--- src/rtl/ps2_kbd_rx_pkg.sv ---
// ---------------------------------------------------------------------------
// ps2_kbd_rx_pkg
//   Shared definitions for the PS/2 keyboard receiver:
//     - Set-2 prefix byte constants (E0 extended, F0 break, E1 pause)
//     - device-reply codes that never form a key event
//     - frame FSM state encoding
//     - helper that classifies a byte as a device reply
//   No ports; imported by ps2_kbd_rx and ps2_line_filter.
// ---------------------------------------------------------------------------
package ps2_kbd_rx_pkg;

    // Set-2 prefix bytes
    localparam logic [7:0] PS2_E0 = 8'hE0;
    localparam logic [7:0] PS2_F0 = 8'hF0;
    localparam logic [7:0] PS2_E1 = 8'hE1;

    // Replies sent by the keyboard itself rather than by a key
    localparam logic [7:0] PS2_BAT_OK  = 8'hAA;
    localparam logic [7:0] PS2_ACK     = 8'hFA;
    localparam logic [7:0] PS2_ECHO    = 8'hEE;
    localparam logic [7:0] PS2_RESEND  = 8'hFE;
    localparam logic [7:0] PS2_OVERRUN = 8'h00;
    localparam logic [7:0] PS2_ERROR   = 8'hFF;

    // Bytes following E1 in the Pause make sequence (14 77 E1 F0 14 F0 77)
    localparam int PAUSE_SKIP = 7;

    // Width of the inactivity counter
    localparam int TMO_W = 17;

    typedef enum logic [1:0] {
        ST_IDLE   = 2'd0,
        ST_DATA   = 2'd1,
        ST_PARITY = 2'd2,
        ST_STOP   = 2'd3
    } frame_state_e;

    function automatic logic is_device_reply(input logic [7:0] b);
        return (b == PS2_BAT_OK)  || (b == PS2_ACK)    ||
               (b == PS2_ECHO)    || (b == PS2_RESEND) ||
               (b == PS2_OVERRUN) || (b == PS2_ERROR);
    endfunction

endpackage

--- src/rtl/ps2_kbd_rx_line_filter.sv ---
// ---------------------------------------------------------------------------
// ps2_line_filter
//   Brings one raw, asynchronous PS/2 line into the clk domain and removes
//   glitches. A 2-FF synchronizer is followed by a stability filter: the
//   filtered level only follows the synchronized line after it has differed
//   from the current filtered level for FILTER_LEN consecutive cycles.
//
//   Ports:
//     clk      in   system clock
//     reset_n  in   asynchronous active-low reset (filtered level resets to 1)
//     line_i   in   raw line
//     line_o   out  synchronized, filtered level
// ---------------------------------------------------------------------------
module ps2_line_filter
    import ps2_kbd_rx_pkg::*;
#(
    parameter int FILTER_LEN = 8
) (
    input  logic clk,
    input  logic reset_n,
    input  logic line_i,
    output logic line_o
);

    localparam int CW = (FILTER_LEN < 2) ? 1 : $clog2(FILTER_LEN + 1);
    localparam logic [CW-1:0] CNT_LAST = CW'(FILTER_LEN - 1);

    logic          sync1_q, sync2_q;
    logic          level_q, level_d;
    logic [CW-1:0] cnt_q,   cnt_d;

    // The counter tracks how long the synchronized line has disagreed with
    // the filtered level; any agreement restarts it, so short pulses never
    // reach the terminal count.
    always_comb begin
        level_d = level_q;
        cnt_d   = cnt_q;
        if (sync2_q == level_q) begin
            cnt_d = '0;
        end else if (cnt_q == CNT_LAST) begin
            level_d = sync2_q;
            cnt_d   = '0;
        end else begin
            cnt_d = cnt_q + 1'b1;
        end
    end

    always_ff @(posedge clk or negedge reset_n) begin
        if (!reset_n) begin
            sync1_q <= 1'b1;
            sync2_q <= 1'b1;
            level_q <= 1'b1;
            cnt_q   <= '0;
        end else begin
            sync1_q <= line_i;
            sync2_q <= sync1_q;
            level_q <= level_d;
            cnt_q   <= cnt_d;
        end
    end

    assign line_o = level_q;

endmodule

--- src/rtl/ps2_kbd_rx.sv ---
// ---------------------------------------------------------------------------
// ps2_kbd_rx
//   PS/2 keyboard receiver and Set-2 scan-code decoder. Deframes 11-bit
//   device-to-host frames (start, 8 data LSB first, odd parity, stop) and
//   folds E0/F0/E1 prefixes into single key events for the keyboard matrix.
//   Receive only: the PS/2 lines are never driven.
//
//   Ports:
//     clk           in   system clock
//     reset_n       in   asynchronous active-low reset
//     ps2_clk       in   raw PS/2 clock line
//     ps2_data      in   raw PS/2 data line
//     key_strobe    out  one-cycle pulse per key event
//     key_pressed   out  1 = make, 0 = break (held between events)
//     key_extended  out  event was E0-prefixed (held between events)
//     key_code      out  scan code without prefixes (held between events)
//     frame_err     out  one-cycle pulse on start/parity/stop error or timeout
// ---------------------------------------------------------------------------
module ps2_kbd_rx
    import ps2_kbd_rx_pkg::*;
#(
    parameter int FILTER_LEN = 8,
    parameter int TIMEOUT    = 65536
) (
    input  logic       clk,
    input  logic       reset_n,
    input  logic       ps2_clk,
    input  logic       ps2_data,
    output logic       key_strobe,
    output logic       key_pressed,
    output logic       key_extended,
    output logic [7:0] key_code,
    output logic       frame_err
);

    localparam logic [TMO_W-1:0] TMO_LIMIT = TMO_W'(TIMEOUT);

    // ---------------- input conditioning ----------------
    logic clk_filt;
    logic data_filt;
    logic clk_prev_q;
    logic fall;

    ps2_line_filter #(.FILTER_LEN(FILTER_LEN)) u_clk_filter (
        .clk     (clk),
        .reset_n (reset_n),
        .line_i  (ps2_clk),
        .line_o  (clk_filt)
    );

    ps2_line_filter #(.FILTER_LEN(FILTER_LEN)) u_data_filter (
        .clk     (clk),
        .reset_n (reset_n),
        .line_i  (ps2_data),
        .line_o  (data_filt)
    );

    // Falling edge is decoded combinationally from the filtered level so the
    // FSM acts on it in the same cycle the filter switches.
    assign fall = clk_prev_q & ~clk_filt;

    // ---------------- state ----------------
    frame_state_e     state_q,    state_d;
    logic [2:0]       bit_cnt_q,  bit_cnt_d;
    logic [7:0]       shift_q,    shift_d;
    logic             par_q,      par_d;
    logic [TMO_W-1:0] tmo_q,      tmo_d;

    logic             ext_q,      ext_d;
    logic             brk_q,      brk_d;
    logic [2:0]       skip_q,     skip_d;

    logic             strobe_q,   strobe_d;
    logic             err_q,      err_d;
    logic             pressed_q,  pressed_d;
    logic             extended_q, extended_d;
    logic [7:0]       code_q,     code_d;

    logic             byte_ok;
    logic             byte_bad;

    // ---------------- frame FSM + decoder ----------------
    always_comb begin
        state_d    = state_q;
        bit_cnt_d  = bit_cnt_q;
        shift_d    = shift_q;
        par_d      = par_q;
        tmo_d      = tmo_q;
        ext_d      = ext_q;
        brk_d      = brk_q;
        skip_d     = skip_q;
        strobe_d   = 1'b0;
        err_d      = 1'b0;
        pressed_d  = pressed_q;
        extended_d = extended_q;
        code_d     = code_q;
        byte_ok    = 1'b0;
        byte_bad   = 1'b0;

        // Inactivity counter only runs inside a frame and saturates at the
        // limit so the comparison below stays true until the abort happens.
        if (fall || (state_q == ST_IDLE)) begin
            tmo_d = '0;
        end else if (tmo_q != TMO_LIMIT) begin
            tmo_d = tmo_q + 1'b1;
        end

        if ((state_q != ST_IDLE) && (tmo_q == TMO_LIMIT)) begin
            // Abandoned frame: drop it and forget any pending prefix.
            state_d = ST_IDLE;
            err_d   = 1'b1;
            ext_d   = 1'b0;
            brk_d   = 1'b0;
            skip_d  = '0;
        end else if (fall) begin
            unique case (state_q)
                ST_IDLE: begin
                    if (!data_filt) begin
                        state_d   = ST_DATA;
                        bit_cnt_d = '0;
                    end else begin
                        err_d = 1'b1;
                    end
                end
                ST_DATA: begin
                    shift_d   = {data_filt, shift_q[7:1]};
                    bit_cnt_d = bit_cnt_q + 3'd1;
                    if (bit_cnt_q == 3'd7) begin
                        state_d = ST_PARITY;
                    end
                end
                ST_PARITY: begin
                    par_d   = data_filt;
                    state_d = ST_STOP;
                end
                ST_STOP: begin
                    state_d = ST_IDLE;
                    // Odd parity: data plus parity bit must hold an odd
                    // number of ones.
                    if (data_filt && (^{shift_q, par_q})) begin
                        byte_ok = 1'b1;
                    end else begin
                        byte_bad = 1'b1;
                    end
                end
                default: state_d = ST_IDLE;
            endcase
        end

        if (byte_bad) begin
            err_d  = 1'b1;
            ext_d  = 1'b0;
            brk_d  = 1'b0;
            skip_d = '0;
        end else if (byte_ok) begin
            if (skip_q != 3'd0) begin
                // Inside the Pause sequence every byte is swallowed.
                skip_d = skip_q - 3'd1;
            end else if (shift_q == PS2_E0) begin
                ext_d = 1'b1;
            end else if (shift_q == PS2_F0) begin
                brk_d = 1'b1;
            end else if (shift_q == PS2_E1) begin
                skip_d = 3'(PAUSE_SKIP);
            end else if (!is_device_reply(shift_q)) begin
                strobe_d   = 1'b1;
                code_d     = shift_q;
                pressed_d  = ~brk_q;
                extended_d = ext_q;
                ext_d      = 1'b0;
                brk_d      = 1'b0;
            end
        end
    end

    always_ff @(posedge clk or negedge reset_n) begin
        if (!reset_n) begin
            clk_prev_q <= 1'b1;
            state_q    <= ST_IDLE;
            bit_cnt_q  <= '0;
            shift_q    <= '0;
            par_q      <= 1'b0;
            tmo_q      <= '0;
            ext_q      <= 1'b0;
            brk_q      <= 1'b0;
            skip_q     <= '0;
            strobe_q   <= 1'b0;
            err_q      <= 1'b0;
            pressed_q  <= 1'b0;
            extended_q <= 1'b0;
            code_q     <= 8'h00;
        end else begin
            clk_prev_q <= clk_filt;
            state_q    <= state_d;
            bit_cnt_q  <= bit_cnt_d;
            shift_q    <= shift_d;
            par_q      <= par_d;
            tmo_q      <= tmo_d;
            ext_q      <= ext_d;
            brk_q      <= brk_d;
            skip_q     <= skip_d;
            strobe_q   <= strobe_d;
            err_q      <= err_d;
            pressed_q  <= pressed_d;
            extended_q <= extended_d;
            code_q     <= code_d;
        end
    end

    assign key_strobe   = strobe_q;
    assign frame_err    = err_q;
    assign key_pressed  = pressed_q;
    assign key_extended = extended_q;
    assign key_code     = code_q;

endmodule
--- config.mk ---
export PLATFORM = sky130hd
export DESIGN_NAME = ps2_kbd_rx
export DESIGN_NICKNAME = d
export VERILOG_FILES = /design/src/rtl/ps2_kbd_rx_pkg.sv /design/src/rtl/ps2_kbd_rx_line_filter.sv /design/src/rtl/ps2_kbd_rx.sv
export SDC_FILE = /design/constraint.sdc
export NUM_CORES = 1
export LEC_CHECK = 0
export ABC_AREA = 1
export CORE_MARGIN = 10
export CORE_UTILIZATION = 58
export CTS_CLUSTER_SIZE = 24
export DETAILED_ROUTE_END_ITERATION = 10
export PLACE_DENSITY_LB_ADDON = 0.2
export SYNTH_ARGS = -nofsm -noshare
export SYNTH_HDL_FRONTEND = slang
export SYNTH_HIERARCHICAL = 1
export SYNTH_SLANG_ARGS = --single-unit
--- constraint.sdc ---
create_clock -name clk -period 3.2 [get_ports clk]
set_clock_uncertainty 0.15 [all_clocks]
set_input_delay 0.64 -clock clk [delete_from_list [all_inputs] [get_ports clk]]
set_output_delay 0.64 -clock clk [all_outputs]
set_load 0.01 [all_outputs]
After elaboration in Yosys (flattened, before gate mapping)
Cells that the tools add are included.
- register bits after elaboration: 63
- latch bits: 0
- memory bits (writable): 0
- bits in read-only memories: 0
- input bits: 4
- memories: 0
- add/sub/neg operators: 5
- $mul: 0
- divide/modulo/power cells: 0
- magnitude comparators: 0
- equality and inequality tests: 21
- shifts and indexed selects: 0
- mux-type cells: 56
- bitwise gates (word level): 12
- reduce and logical (&&, ||, !) cells: 23
- operators by type and width (kind ; count):
    $eq 8x8->1 const B ; 8
    $mux 1 ; 36
    $mux 17 ; 2
    $mux 3 ; 8
    $add 17x1->17 const B ; 1
    $eq 17x17->1 const B ; 1
    $ne 17x17->1 const B ; 1
    $mux 4 ; 4
    $not 1->1 ; 11
    $reduce_and 3->1 ; 3
    $reduce_xor 9->1 ; 1
    $add 4x1->4 const B ; 2
    $eq 4x3->1 const B ; 2
    $logic_not 8->1 ; 1
    $mux 2 ; 4
    $pmux 2 s4 ; 1
    $reduce_bool 2->1 ; 4
    $reduce_and 7->1 ; 1
    $logic_or 1x1->1 ; 6
    $ne 3x3->1 const B ; 2
    $pmux 3 s2 ; 1
    $eq 2x2->1 const B ; 2
    $reduce_and 2->1 ; 2
    $reduce_and 4->1 ; 1
    10 further kinds ; 12

Logic depth before layout (Yosys ltp)
Gate-level depths: netlist of the first run.
- word-level depth: 13
- mapped depth: 15
- mapped depth without buffers: 14

Cells and area by module
Netlist of the first run, hierarchy kept.
- by module, submodules not included (module ; times used ; cells each ; area each (µm²) ; seq. area each (µm²)):
    ps2_kbd_rx ; 1 ; 335 ; 2691.3 ; 1227.4
    ps2_line_filter (u_clk_filter) ; 1 ; 29 ; 284.0 ; 178.9
    ps2_line_filter (u_data_filter) ; 1 ; 29 ; 281.5 ; 178.9

Least setup slack after synthesis of the first run
OpenSTA, ideal clock, no wires.
- path kind: reg-to-reg
- start point: register tmo_q[0]
- end point: register extended_q (netlist: key_extended)
- setup time: 0.116 ns
- arrival: 1.482 ns
- required time: 2.934 ns
- path slack: 1.452 ns
- cell stages (with the launch flop): 13
- path buffers: 1
- clock period less this slack: 1.748 ns
- path through: dfrtp_1 > inv_1 > ha_1 > nand2_1 > nor2_2 > nand4_4 > nand3_2 > nor2_2 > nand2_2 > buf_6 > clkinv_4 > nand2_2 > nand2_1
- word-level cells in the longest chain between the ends: 5
- elaborated cells on any way between the ends: 6
- those cells by class: eq/ne (1); mux (2); bitwise (1); reduce/logical (2)
- RTL lines (what ; line ; RTL):
    from (decl) ; ps2_kbd_rx.sv:67 ; logic [TMO_W-1:0] tmo_q, tmo_d;
    from (signal assigned) ; ps2_kbd_rx.sv:198 ; tmo_q <= tmo_d;
    $eq 17x17->1 * ; ps2_kbd_rx.sv:108 ; if ((state_q != ST_IDLE) && (tmo_q == TMO_LIMIT)) begin
    $logic_and 1x1->1 * ; ps2_kbd_rx.sv:108 ;
    $mux 1 ; ps2_kbd_rx.sv:108 ;
    $not 1->1 (no source line) ; -- ;
    $reduce_and 7->1 (no source line) * ; -- ;
    to (signal assigned) ; ps2_kbd_rx.sv:205 ; extended_q <= extended_d;
    to (decl) ; ps2_kbd_rx.sv:76 ; logic extended_q, extended_d;
Mark *: on every way between the ends. The rest lies on a longest branch, timed or not.
A chain may end at the register's enable or synchronous reset.

Final worst setup path of the first run
Same ends and word-level chain as after synthesis.

==> flow_summary.toml, run 1 <==
[outcome]
status = "finished clean"

[floorplanning]
chipHeight_um = 94.9
num_io_pins = 16
rows = 27
fp.dieArea_mm2 = 0.00901
initial_core_util_pct = 59.5
die_x_um = 94.9
core_area_mm2 = 0.00547

[synthesis]
ys_ff_latch = 63
synth_edf_count = 0
synth_area_leaders = "dfrtp_1 43%, nand2_1 11%, inv_1 6.1%, dfstp_2 5.6%, ha_1 5.0%"
synthDistinctLibCells = 32
synthFlopType = "dfrtp_1"
syn_area_per_cell_um2 = 8.29
synth_largest_area_cell = "dfrtp_1"
async_reset_ff_share_pct = 100
ys_top_cells_by_count = "94 x nand2_1, 56 x dfrtp_1, 53 x inv_1, 38 x nor2_1, 26 x o21ai_0"
synth.most_common_cell = "nand2_1"
netlist_instances = 393
yosys_warnings = 6
synth_top_cell_area_share_pct = 43.0
synth.net_count = 410
synth_area_mm2 = 0.00326
yosysSeqAreaShare_pct = 48.7

[sta]
maxSlewHeadroom_pct = 33.3
finalHoldViolations = 0
setup_tns_ns = 0
clock.fmax_mhz = 464
rsz0062_at_grt = "false"
setup_viol = 0
worst_pin_slew_ns = 1.00
period_minus_slack_ns = 2.16
post-route-period-util_pct = 67.4
finalMaxSlewViolations = 0
fin_hold_ws_ns = 0.207

[global_routing]
grt_usage_pct = 14.9
grt_pass1_vias = 2492
antenna_found_initial = 0
grt_pass1_wl_um = 10800
grt.overflow.total = 0
grt_max_degree = 47

[pwr]
power_density_mw_per_mm2 = 587
p_leak_uw = 0.00180
internal_power_uw = 1520
seqPwrFrac_pct = 44.6
pwr-share-comb_pct = 19.1
vdd_drop_max_mv = 0.332
power_switching_share_pct = 30.2
switchingPower_uw = 655
clkPwrFrac_pct = 36.3

[cts]
clockRootBuffer = "clkbuf_8"
clk_latency_ns = 0.35
clk_path_buf_depth = 2
htreeDepth = 3
cts_buffers = 9
post_cts_buffers = 0
cts_sinks = 63
cts-resized-gates = 0
cts_tree = "yes"
cts.reportedPaths.clkPinSlew_ns = 0.07
cts_hold_buf = 0

[setup_path]
critPathLaunch = "tmo_q[0]"
cp-start-kind = "flip-flop"
endpoint_kind = "flip-flop"
critPathRequiredTime_ns = 3.29
crit_family = "simple AND/OR/NAND/NOR gates"
crit_slowest_cell = "dfrtp_1"
r2r_start = "tmo_q[0]"
worstPathMaxFanout = 20
path_class = "flip-flop to flip-flop"
path_cells = "inv_1 -> ha_1 -> nand2_1 -> nor2_2 -> nand4_4 -> nand3_2 -> nor2_2 -> nand2_2 -> clkinv_4 -> nand2_2 -> nand2_1"
arrival_ns = 2.25
critPathBufInv = 2
crit_path_max_incr_delay_ns = 0.41

[run]
maxCapViolCount = 0

[layout]
final_util_pct = 67.6
diodes = 0
syn_to_final_growth_pct = 13.6
layout.cells.non_filler = 495
drive_gt1_share_pct = 13.7
final_nets = 435
fin_area_mm2 = 0.00370

[placement]
gp_congestion = 0.881
place_hpwl_um = 4370
dp_cells = 479
numPortBuffers = 15
placed_area_mm2 = 0.00348

[hold_path]
hold_start = "u_data_filter/sync1_q"
min_path_type = "flip-flop to flip-flop"

[routing]
drt_iter0_drc = 99
vias = 2584
routed_wl_um = 6130
wl_per_cell_um = 12.4
remaining_drc_errors = 0
via_per_inst = 5.22
dr.pass1.iters = 4
final_antenna_net_count = 0
## placed cells by master (no fill, tap or decap), drive strengths merged, types with 4 or more instances in the layout
cell type | synthesis | final
ha | 13 | 13
buf | 3 | 4
clkbuf | 1 | 13
a21oi | 17 | 17
nor3 | 4 | 4
dfstp | 7 | 7
nand2 | 102 | 102
o21ai | 37 | 37
clkdlybuf4s50 | 0 | 14
nand4 | 12 | 12
dfrtp | 56 | 56
inv | 57 | 57
nor2 | 44 | 44
nand3 | 27 | 27
## worst paths after layout
path	end	slack [ns]	depth (start not counted)
setup reg to reg	key_extended	1.04	11
max in group asynchronous	tmo_q[1]	1.87	2
hold / removal	u_data_filter/sync2_q	0.21	0
setup / recovery	key_extended	1.04	11
min in group asynchronous	shift_q[4]	0.31	1
hold reg to reg	u_data_filter/sync2_q	0.21	0
## sequential cells by signal (all words and copies together), names as in the netlist, 2 cells and up
register	count
u_data_filter/cnt_q	4
u_clk_filter/cnt_q	4
shift_q	8
tmo_q	17
key_code	8
bit_cnt_q	3
state_q	2
skip_q	3
## per-stage QoR
step / power [µW] / setup WS, ns
2_1_floorplan: 1280 / 1.45
3_3_place_gp: 1380 / 1.15
3_5_place_dp: 1390 / 1.06
4_1_cts: 2180 / 1.03
5_1_grt: 2310 / 0.825
6_report: 2170 / 1.04
## worst reg2reg max path, cell delays in order, from the launching register on
cell      delay [ns]
dfrtp_1         0.41
inv_1           0.11
ha_1            0.18
nand2_1         0.07
nor2_2          0.17
nand4_4         0.19
nand3_2         0.15
nor2_2          0.06
nand2_2         0.36
clkinv_4        0.09
nand2_2         0.06
nand2_1         0.04
## layout make-up
cell class              count  area [µm²]
flip-flops and latches     63        1590
repair buffers             18         168
multi-input cells         268        1410
clock inverters             3        65.1
clock buffers              13         159
well taps                  72        90.1
fillers                   433        1770
inverters                  58         223
## cells by family (layout without fill, tap and decap cells)
kind of cell	count (synthesis)	after routing	share of synthesized area, %
flops	63	63	48.7
compound gates	61	61	11.1
xor+xnor	2	2	0.538
fa+ha+maj	13	13	4.99
buf+inv	62	92	7.99
simple gates	192	192	26.7
## metal layers
layer	share of wire, %	vias to the layer above	global-route usage, %
met5	0	-	0
met4	1.7	0	7.23
met3	5.2	9	3.89
met2	47	55	23.6
met1	46	1201	18.6
li1	-	1319	-
## power groups by stage
stage          registers, µW  clock network (µW)  logic [µW]
4_1_cts                  966                 797         419
2_1_floorplan            960                   0         317
3_3_place_gp             974                   0         402
3_5_place_dp             980                   0         414
6_report                 968                 788         415
5_1_grt                  984                 836         485
No activity file was read; power rests on OpenSTA's default activity.
==> run 2, diff against run 1 <==
==> constraint.sdc (replaced) <==
create_clock -name clk -period 2 [get_ports clk]
set_clock_uncertainty 0.15 [all_clocks]
set_input_delay 0.4 -clock clk [delete_from_list [all_inputs] [get_ports clk]]
set_output_delay 0.4 -clock clk [all_outputs]
set_load 0.01 [all_outputs]
==> run 2 against run 1 <==
Worst hold slack lost 0.00099 ns. Combinational power grew 80%. Utilization grew 2.6 points. First-iteration DRC count grew 2.0%. Fmax grew 12%. Critical path depth grew 2. Global-route usage shrank 0.21 points. Register-to-register slack lost 0.97 ns. Critical path type unchanged. Largest cell class unchanged.
==> flow_summary.toml, run 2 (synthesis results as in run 1) <==
[placement]
numPortBuffers = 15
place_hpwl_um = 4250
gp_congestion = 0.880
dp_cells = 485

[pwr]
vdd_drop_max_mv = 0.650
clkPwrFrac_pct = 32.1
p_leak_uw = 0.00187
switchingPower_uw = 1050
power_density_mw_per_mm2 = 875
power_switching_share_pct = 31.3
pwr-share-comb_pct = 22.2
seqPwrFrac_pct = 45.7
internal_power_uw = 2310

[cts]
cts_sinks = 63
clockRootBuffer = "clkbuf_8"
htreeDepth = 3
clk_latency_ns = 0.35
cts_tree = "yes"
cts.reportedPaths.clkPinSlew_ns = 0.07
clk_path_buf_depth = 2
cts_buffers = 9

[routing]
drt_iter0_drc = 101
wl_per_cell_um = 12.3
final_antenna_net_count = 0
via_per_inst = 5.23
vias = 2669
dr.pass1.iters = 4
remaining_drc_errors = 0
routed_wl_um = 6270

[setup_path]
arrival_ns = 2.02
path_cells = "inv_2 -> nand2_1 -> nand2_1 -> inv_1 -> nand2_1 -> nand2_2 -> nand3_1 -> nand3_2 -> nor2_4 -> nand2_2 -> buf_12 -> nand2_1 -> o21ai_2"
critPathMostFrequentCell = "nand2_1"
cp-start-kind = "flip-flop"
crit_path_max_incr_delay_ns = 0.44
worstPathMaxFanout = 20
crit_slowest_cell = "dfrtp_1"
path_class = "flip-flop to flip-flop"
endpoint_kind = "flip-flop"
critPathRequiredTime_ns = 2.09

[layout]
final_common_cell = "nand2_1"
layout.cells.non_filler = 510
syn_to_final_growth_pct = 18.0
largest_register_ffs = 17
fillers = 436
seq_area_mm2 = 0.00159
diodes = 0
final_nets = 450
final_util_pct = 70.2
drive_gt1_share_pct = 17.4
top_register = "tmo_q"
layout_common_cells = "93 x nand2_1, 56 x dfrtp_1, 52 x inv_1"
multi_input_area_mm2 = 0.00145

[global_routing]
antenna_found_initial = 0
grt.overflow.total = 0
grt_pass1_vias = 2470
grt_usage_pct = 14.7
grt_pass1_wl_um = 10600
grt_max_degree = 64

[floorplanning]
die_x_um = 94.9
core_area_mm2 = 0.00547
rows = 27
fp.dieArea_mm2 = 0.00901
initial_core_util_pct = 59.5
num_io_pins = 16
chipHeight_um = 94.9

[run]
maxCapViolCount = 0

[sta]
fin_hold_ws_ns = 0.206
post-route-period-util_pct = 96.2
clock.fmax_mhz = 520
rsz0062_at_grt = "true"
finalHoldViolations = 0
maxSlewHeadroom_pct = 69.3
worst_pin_slew_ns = 0.459
finalMaxSlewViolations = 0
setup_viol = 0
period_minus_slack_ns = 1.92

[hold_path]
min_path_type = "flip-flop to flip-flop"

[outcome]
status = "finished clean"
-- run 2: final timing paths --
kind                                  startpoint                     to  slack [ns]  cells after the start
setup / recovery                      shift_q[3]            key_code[5]        0.08                     13
hold / removal             u_data_filter/sync1_q  u_data_filter/sync2_q        0.21                      0
setup reg to reg                      shift_q[3]            key_code[5]        0.08                     13
hold reg to reg            u_data_filter/sync1_q  u_data_filter/sync2_q        0.21                      0
max in group asynchronous                reset_n   u_clk_filter/sync2_q        0.94                      3
min in group asynchronous                reset_n             shift_q[6]        0.43                      3
-- run 2: metal layers --
layer  part of all wire [%]  global-route usage (%)  up-vias
met1                     46                    17.8     1235
met4                    3.1                    9.23        0
met5                      0                       0        -
met2                     46                    23.5       59
li1                       -                       -     1356
met3                    5.2                    3.17       19
-- run 2: timing repair --
item,4_1_cts,5_1_grt
endpoints found under the setup margin,0,24
resized for setup,0,9
hold buffers,1,0
hold endpoints to repair,56,0
setup buffers,0,8
-- run 2: area by class of cell --
| class | count | share of cell area [%] |
|---|---|---|
| Clock buffer | 12 | 3.78 |
| Timing Repair Buffer | 33 | 8.01 |
| Inverter | 58 | 5.80 |
| Multi-Input combinational cell | 268 | 37.6 |
| Tap cell | 72 | 2.34 |
| Sequential cell | 63 | 41.3 |
| Clock inverter | 4 | 1.17 |
-- run 2: critical path: cells and delay by family, from the launching register on --
family	cells	cell delay, ns
AO/OA/AOI/OAI	1	0.05
buffers and inverters	3	0.36
flip-flops	1	0.44
AND/OR/NAND/NOR	9	0.81
-- run 2: power groups by stage --
| stage | clock network [µW] | registers [µW] | logic, µW |
|---|---|---|---|
| 3_5_place_dp | 0 | 1560 | 707 |
| 4_1_cts | 1100 | 1540 | 713 |
| 3_3_place_gp | 0 | 1550 | 690 |
| 5_1_grt | 1150 | 1550 | 858 |
| 6_report | 1080 | 1540 | 746 |
| 2_1_floorplan | 0 | 1540 | 508 |
-- run 2: through the flow --
| stage | area [µm²] | worst slack (ns) | setup TNS (ns) | total power, µW |
|---|---|---|---|---|
| after floorplan | 3260 | 0.252 | 0 | 2040 |
| after global placement | 3550 | 0.107 | 0 | 2240 |
| after detailed placement | 3550 | 0.0554 | 0 | 2270 |
| after CTS | 3750 | 0.0122 | 0 | 3350 |
| after global routing | 3840 | -0.0450 | -0.336 | 3560 |
| final | 3840 | 0.0754 | 0 | 3360 |
==> run 3, diff against run 2 <==
--- a/config.mk
+++ b/config.mk
@@ -6,8 +6,9 @@
 export NUM_CORES = 1
 export LEC_CHECK = 0
 export ABC_AREA = 1
+export CORE_ASPECT_RATIO = 1.25
 export CORE_MARGIN = 10
-export CORE_UTILIZATION = 58
+export CORE_UTILIZATION = 60
 export CTS_CLUSTER_SIZE = 24
 export DETAILED_ROUTE_END_ITERATION = 10
 export PLACE_DENSITY_LB_ADDON = 0.2
==> run 3 against run 2 <==
Register-to-register slack improved by 0.02 ns. Flip-flop and latch count unchanged. First-iteration DRC count increased by 130%. Cell area decreased by 0.68%. Utilization increased by 3.9 points. Die area decreased by 2.4%. Fmax increased by 1.3%. Clock power about the same. Largest power group unchanged.
==> flow_summary.toml, run 3 (synthesis results as in run 1) <==
[outcome]
status = "finished clean"

[sta]
finalMaxSlewViolations = 0
worst_pin_slew_ns = 0.496
finalHoldViolations = 0
clock.fmax_mhz = 526
period_minus_slack_ns = 1.90
setup_viol = 0
maxSlewHeadroom_pct = 66.9
setup_tns_ns = 0
post-route-period-util_pct = 95.0

[setup_path]
critPathRequiredTime_ns = 2.09
crit_slowest_cell = "dfrtp_1"
critPathBufInv = 2
crit_path_max_incr_delay_ns = 0.43
rrSetupSlack_ns = 0.1
r2r-end = "key_code[6]"
worst-r2r-cell-count = 13
arrival_ns = 1.99
crit_family = "simple AND/OR/NAND/NOR gates"
endpoint_kind = "flip-flop"
worstPathMaxFanout = 16
r2r_start = "shift_q[0]"
path_cells = "inv_2 -> nand2_2 -> nand3_1 -> nand2_1 -> nand2_2 -> nand2_1 -> nand2_1 -> nand3_2 -> nor2_4 -> nand2_4 -> buf_12 -> nand2_1 -> o21ai_2"
path_class = "flip-flop to flip-flop"
critPathMostFrequentCell = "nand2_1"
cp-start-kind = "flip-flop"

[global_routing]
grt_max_degree = 64
grt_pass1_vias = 2623
antenna_found_initial = 0
grt_usage_pct = 15.8
grt_pass1_wl_um = 11200
grt.overflow.total = 0

[floorplanning]
rows = 29
chipHeight_um = 102
fp.dieArea_mm2 = 0.00879
core_area_mm2 = 0.00515
initial_core_util_pct = 63.2
num_io_pins = 16
die_x_um = 85.9

[pwr]
switchingPower_uw = 1080
power_switching_share_pct = 32.1
seqPwrFrac_pct = 45.9
power_density_mw_per_mm2 = 882
internal_power_uw = 2290
clkPwrFrac_pct = 32.1
p_leak_uw = 0.00187
power_uw = 3370
pwr-share-comb_pct = 22.0
vdd_drop_max_mv = 0.686

[layout]
fillers = 387
largest_register_ffs = 17
multi_input_area_mm2 = 0.00147
diodes = 0
top_register = "tmo_q"
final_common_cell = "nand2_1"
layout_common_cells = "93 x nand2_1, 52 x inv_1, 52 x dfrtp_1"
drive_gt1_share_pct = 18.2
final_util_pct = 74.1
final_nets = 445
seq_area_mm2 = 0.00159
fin_area_mm2 = 0.00382
syn_to_final_growth_pct = 17.2

[routing]
via_per_inst = 5.50
final_antenna_net_count = 0
routed_wl_um = 6760
remaining_drc_errors = 0
drt_iter0_drc = 228
dr.pass1.iters = 5
vias = 2724
wl_per_cell_um = 13.7

[placement]
placed_area_mm2 = 0.00356
numPortBuffers = 15
place_hpwl_um = 4570
gp_congestion = 0.890

[hold_path]
holdPathStages = 0
hold_start = "u_clk_filter/sync1_q"
hold_end = "u_clk_filter/sync2_q"
min_path_type = "flip-flop to flip-flop"

[cts]
htreeDepth = 3
clockRootBuffer = "clkbuf_8"
clk_latency_ns = 0.34
cts_buffers = 9
cts.reportedPaths.clkPinSlew_ns = 0.07
post_cts_buffers = 0
clk_path_buf_depth = 2
cts_sinks = 63
cts_tree = "yes"

[run]
maxCapViolCount = 0
-- run 3: through the flow --
| stage | std cells | hold slack (ns) | worst slack [ns] |
|---|---|---|---|
| 2_1_floorplan | 393 | -0.0456 | 0.252 |
| 3_3_place_gp | 478 | 0.196 | 0.118 |
| 3_5_place_dp | 478 | 0.197 | 0.0104 |
| 4_1_cts | 495 | 0.207 | 0.000793 |
| 5_1_grt | 495 | 0.215 | -0.0742 |
| 6_report | 495 | 0.206 | 0.0997 |
-- run 3: worst reg2reg max path, stage by stage, from the launching register on --
cell and delay [ns]:
dfrtp_1 0.43, inv_2 0.08, nand2_2 0.06, nand3_1 0.11
nand2_1 0.10, nand2_2 0.09, nand2_1 0.05, nand2_1 0.07
nand3_2 0.12, nor2_4 0.15, nand2_4 0.10, buf_12 0.17
nand2_1 0.08, o21ai_2 0.05
-- run 3: how the worst max path moves through the flow --
stage,startpoint,to,cells past startpoint
after floorplan,tmo_q[0],key_extended,12
after global placement,shift_q[7],key_code[1],11
after detailed placement,tmo_q[0],bit_cnt_q[1],9
after CTS,tmo_q[0],bit_cnt_q[1],9
after global routing,shift_q[7],key_code[6],11
final,shift_q[0],key_code[6],13
-- run 3: final cells by class --
| type | instances | share of cell area, % |
|---|---|---|
| clock buffer | 12 | 3.80 |
| clock inverter | 4 | 1.18 |
| inverter | 58 | 5.84 |
| multi-input combinational | 268 | 38.4 |
| sequential | 63 | 41.7 |
| tap | 62 | 2.03 |
| timing repair buffer | 28 | 7.08 |
-- run 3: per-layer routing --
metal  up-vias  track usage [%]  part of all wire [%]
li1       1340                -                     -
met1      1303             15.8                    39
met2        64             28.2                    53
met3        17             5.33                   5.0
met4         0             8.38                   2.4
met5         -                0                     0
-- run 3: timing repair --
item	in CTS	in global routing
endpoints found under the setup margin	0	23
resized for setup	0	17
hold buffers	1	0
hold endpoints to repair	56	0
-- run 3: power by group through the flow --
stage | registers [µW] | clock network (µW) | logic [µW]
6_report | 1550 | 1080 | 740
5_1_grt | 1560 | 1150 | 838
4_1_cts | 1540 | 1100 | 718
3_5_place_dp | 1570 | 0 | 708
3_3_place_gp | 1560 | 0 | 672
2_1_floorplan | 1540 | 0 | 508
==> edit 1: new RTL, flow settings as in run 2 <==
`FILTER_LEN` is set to 8 in 2 places; all go to 16.
--- a/src/rtl/ps2_kbd_rx_line_filter.sv
+++ b/src/rtl/ps2_kbd_rx_line_filter.sv
@@ -14,7 +14,7 @@
 module ps2_line_filter
     import ps2_kbd_rx_pkg::*;
 #(
-    parameter int FILTER_LEN = 8
+    parameter int FILTER_LEN = 16
 ) (
     input  logic clk,
     input  logic reset_n,
--- a/src/rtl/ps2_kbd_rx.sv
+++ b/src/rtl/ps2_kbd_rx.sv
@@ -19,7 +19,7 @@
 module ps2_kbd_rx
     import ps2_kbd_rx_pkg::*;
 #(
-    parameter int FILTER_LEN = 8,
+    parameter int FILTER_LEN = 16,
     parameter int TIMEOUT    = 65536
 ) (
     input  logic       clk,
Formal check against the unedited RTL: same outputs for any inputs over 10 cycles, from zero or initial values and one cycle with reset_n low; that may be too few to reach the edited logic, so the function may still have changed.
==> edit 1 against run 2 <==
- routed wire length grew 6.3%
- sequential share of layout area grew 0.71 points
- worst setup slack gained 23 ps
- count of clock-buffer cells in the layout is the same
- critical path type unchanged
- cell area grew 1.5%
- synthesized area grew 3.2%
- sequential cell count grew 2
- final cell count shrank 0.20%
Power is not compared: it rests on default switching activity, and its combinational part moved more than twofold at a synthesized area within 25%.
==> edit 1: results (changes against run 2) <==
Max transition margin -> 0.773 (+0.0802)
First-pass GRT wire length -> 11400 µm (+7.0%)
Gpl congestion -> 0.847 (-3.7%)
Initial antenna violation count -> 0 (unchanged)
Number of CTS-inserted buffers -> 9 (unchanged)
Sequential share of the synthesized area -> 0.486 (about the same)
CTS H-Tree Depth -> 3 (unchanged)
Synth area leaders -> dfrtp_1 43%, nand2_1 10%, inv_1 5.6%
Ys async rst share -> 1.00 (unchanged)
Vias in the first global route -> 2639 (+6.8%)
Synth top cells by count -> 94 x nand2_1, 58 x dfrtp_1, 50 x inv_1, 48 x nor2_1, 24 x nand3_1
DRT Pass-1 Iters -> 4 (unchanged)
Clk pin slew, worst setup/hold paths -> 70 ps (about the same)
WP data arrival -> 1990 ps (-30 ps)
CP Max Fanout -> 20 (unchanged)
Worst skew pair latency -> 350 ps (about the same)
Final HPWL from detailed placement -> 4660 µm (+9.7%)
Antenna diodes -> 0 (unchanged)
Layout cells sized above 1 -> 0.156 (-0.0179)
Tot GR Track Use -> 0.154 (+0.00653)
Number of flip-flops in the largest register -> 17 (unchanged)
Port Buffers -> 15 (unchanged)
Unique masters post-synth -> 35 (+9.4%)
Leakage -> 1.86 nW
Largest net degree at the start of global routing -> 66 (+3.1%)
Synthesized area per cell -> 8.40 µm² (+1.4%)
Setup violators final -> 0 (unchanged)
Status -> completed
Post-Layout Cell Count -> 509 (-0.20%)
NumNets Final -> 449 (-0.22%)
VDD IR max -> 465 µV
GRT overflow -> 0 (unchanged)
Vias/cell -> 5.39 (+2.9%)
Syn nets -> 417 (+1.7%)
Yosys warns -> 6 (unchanged)
WL final -> 6670 µm (+6.3%)
Antenna viol nets, final -> 0 (unchanged)
CTS root buffer -> clkbuf_8
Initial detailed-routing violation count -> 158 (+56%)
Worst Hold Class -> reg -> reg
Placed Instances -> 491 (+1.2%)
Internal Dissipation -> 2.00 mW
Clk buf depth -> 2 (unchanged)
Biggest register -> tmo_q
-- edit 1: cell types whose count changed in the layout (fill, tap and decap cells not counted), sizes merged, moves of 3 or more --
cell | run 2 | this run
buf | 18 | 11
nand2 | 102 | 98
nor3b | 0 | 3
nor2 | 44 | 52
o21ai | 37 | 33
inv | 57 | 53
a21oi | 17 | 20
-- edit 1: area by class of cell --
| type | instances | area [µm²] |
|---|---|---|
| repair buffers | 26 | 268 |
| flip-flops and latches | 65 | 1640 |
| well taps | 72 | 90.1 |
| multi-input cells | 277 | 1500 |
| clock inverters | 4 | 51.3 |
| inverters | 53 | 201 |
| clock buffers | 12 | 155 |
| fillers | 445 | 1670 |
-- edit 1: critical path, cell delays in order (launching register included) --
cell	delay (ps)
dfrtp_2	460
inv_2	100
nand2_1	70
nand2_1	100
inv_1	50
nand2_1	70
nand2_2	70
nand3_1	130
nand3_2	120
nor2_4	110
nand2_2	70
buf_12	160
nand2_1	70
o21ai_2	50
-- edit 1: metal layers --
metal	vias to the layer above	global-route usage	share of wire
met4	0	0.0786	0.028
met3	15	0.0428	0.046
met5	-	0	0
met1	1309	0.177	0.43
li1	1368	-	-
met2	50	0.257	0.50
-- edit 1: metrics by stage --
step | area [µm²] | util | setup WS (ps) | hold slack, ps | power (mW)
floorplan | 3360 | - | 221 | -45.6 | 1.40
global placement | 3640 | 0.653 | 175 | 197 | 1.44
detailed placement | 3640 | 0.653 | 86.9 | 197 | 1.45
CTS | 3860 | 0.692 | 69.3 | 207 | 2.58
global route | 3900 | 0.700 | -11.8 | 212 | 2.66
finish | 3900 | 0.700 | 98.6 | 206 | 2.56
-- edit 1: cell families after synthesis --
group,synth area share
compound gates,0.104
xor+xnor,0.00521
fa+ha+maj,0.0484
buf+inv,0.0744
flops,0.486
simple gates,0.282
-- edit 1: final timing paths --
kind	slack, ps	end	from	cells past startpoint
max	100	key_code[7]	shift_q[4]	13
max in group asynchronous	900	u_clk_filter/sync2_q	reset_n	3
min in group asynchronous	470	skip_q[2]	reset_n	3
min	210	u_data_filter/sync2_q	u_data_filter/sync1_q	0
min reg2reg	210	u_data_filter/sync2_q	u_data_filter/sync1_q	0
max reg2reg	100	key_code[7]	shift_q[4]	13
-- edit 1: repair_timing --
item	4_1_cts	5_1_grt
endpoints found under the hold margin	58	0
hold buffers	1	0
setup endpoints to repair	0	17
setup buffers	0	1
resized for setup	0	10
-- edit 1: power groups by stage --
stage	clock network (mW)	registers [mW]	logic [mW]
after floorplan	0	1.37	0.0311
after global placement	0	1.37	0.0726
after detailed placement	0	1.37	0.0754
after CTS	1.16	1.35	0.0769
after global routing	1.23	1.35	0.0887
final	1.14	1.35	0.0745
==> edit 2: new RTL, flow settings as in run 2 <==
Without the edit above. Make the reset (`reset_n`) synchronous in 2 clocked blocks. Comments in the files are not updated.
--- a/src/rtl/ps2_kbd_rx_line_filter.sv
+++ b/src/rtl/ps2_kbd_rx_line_filter.sv
@@ -45,7 +45,7 @@
         end
     end
 
-    always_ff @(posedge clk or negedge reset_n) begin
+    always_ff @(posedge clk) begin
         if (!reset_n) begin
             sync1_q <= 1'b1;
             sync2_q <= 1'b1;
--- a/src/rtl/ps2_kbd_rx.sv
+++ b/src/rtl/ps2_kbd_rx.sv
@@ -173,7 +173,7 @@
         end
     end
 
-    always_ff @(posedge clk or negedge reset_n) begin
+    always_ff @(posedge clk) begin
         if (!reset_n) begin
             clk_prev_q <= 1'b1;
             state_q    <= ST_IDLE;
Formal check against the unedited RTL: no difference found for any inputs over 10 cycles, from zero or initial values and one cycle with reset_n low; that may be too few to reach the edited logic, so the function may still have changed.
==> edit 2 against run 2 <==
- synthesized area is 2.1% lower
- cell area is 0.91% lower
- worst setup slack better by 100 ps
- non-clock buffer count is 1 lower
- routed wire length is 5.2% higher
- sequential cell count stayed put
- critical path type unchanged
- largest cell class is now multi-input gates
Power is not compared: it rests on default switching activity, and its combinational part moved more than twofold at a synthesized area within 25%.
==> edit 2: results (changes against run 2) <==
Sequential share of the synthesized area -> 0.395 (-0.0913)
Post-place setup slack -> 46.0 ps (-9.36 ps)
CP Max Fanout -> 7 (-65%)
NumNets Final -> 498 (+11%)
Ys flop type -> dfxtp_1
Vias in the first global route -> 2614 (+5.8%)
Synth area leaders -> dfxtp_1 40%, nand2_1 11%, inv_1 8.9%
Gpl congestion -> 0.871 (-0.93%)
Filler Cell Count -> 399 (-8.5%)
Syn nets -> 462 (+13%)
Unique masters post-synth -> 34 (+6.3%)
Initial detailed-routing violation count -> 175 (+73%)
Met3 global-route usage -> 0.0344 (+0.00265)
Crit-path max cell delay -> 370 ps (-70 ps)
Met3 WL -> 301 µm (-7.4%)
Status -> completed
Max transition margin -> 0.752 (+0.0588)
Final HPWL from detailed placement -> 4630 µm (+8.8%)
Met1 Resource Use GR -> 0.186 (+0.00833)
WL final -> 6600 µm (+5.2%)
Tot GR Track Use -> 0.152 (+0.00504)
Worst Hold Class -> reg -> reg
WP data arrival -> 1940 ps (-80 ps)
First-pass GRT wire length -> 11000 µm (+4.0%)
GR Layer Usage met2 -> 0.238 (+0.00286)
Synth top cells by count -> 90 x nand2_1, 76 x inv_1, 63 x dfxtp_1, 40 x nor2_1, 32 x a21oi_1
CP max stage cell -> dfxtp_4
Layout cells sized above 1 -> 0.171 (-0.00273)
Ys async rst share -> 0 (-1.00)
Detail Route met2 WL -> 3100 µm (+7.5%)
Met1 WL -> 3080 µm (+7.3%)
Largest net degree at the start of global routing -> 27 (-58%)
edit 2: cell count changes in the layout (fill, tap and decap cells not counted), sizes merged, moves of 10 or more:
cell / run 2 / this run
dfxtp: 0 / 63
dfrtp: 56 / 0
a21oi: 17 / 34
nand4: 12 / 22
inv: 57 / 77
o21ai: 37 / 27
edit 2: final cells by class:
type	count	area (µm²)	area share
Clock buffer	11	141	0.0371
Clock inverter	4	70.1	0.0184
Inverter	78	293	0.0769
Multi-Input combinational cell	298	1640	0.430
Sequential cell	63	1270	0.335
Tap cell	70	87.6	0.0230
Timing Repair Buffer	32	303	0.0795
edit 2: timing repair:
item	CTS	global route
buffers inserted	0	2
setup endpoints to repair	0	27
gates resized for setup	0	22
edit 2: worst paths after layout:
check	cells past startpoint	startpoint	slack (ps)	end
hold / removal	1	u_clk_filter/sync1_q	270	u_clk_filter/sync2_q
setup / recovery	14	shift_q[3]	180	key_code[5]
hold reg to reg	1	u_clk_filter/sync1_q	270	u_clk_filter/sync2_q
setup reg to reg	14	shift_q[3]	180	key_code[5]
edit 2: stage by stage:
stage,instances,instance area [µm²],util
floorplan,446,3190,-
global placement,538,3500,0.673
detailed placement,538,3500,0.673
CTS,553,3710,0.713
global route,556,3810,0.731
finish,556,3810,0.731
edit 2: cell families after synthesis:
| family | after synthesis | synth area share |
|---|---|---|
| and+or+nand+nor | 214 | 0.326 |
| buffers and inverters | 86 | 0.107 |
| AOI/OAI and AO/OA | 66 | 0.110 |
| DFF | 63 | 0.395 |
| adders and majority gates | 12 | 0.0471 |
| xor gates and xnor gates | 5 | 0.0137 |
edit 2: where the power goes:
part	internal [mW]	leakage [nW]	switching, mW
clock network	0.725	0.109	0.471
logic	0.0182	0.928	0.0257
registers	1.26	0.513	0.00309
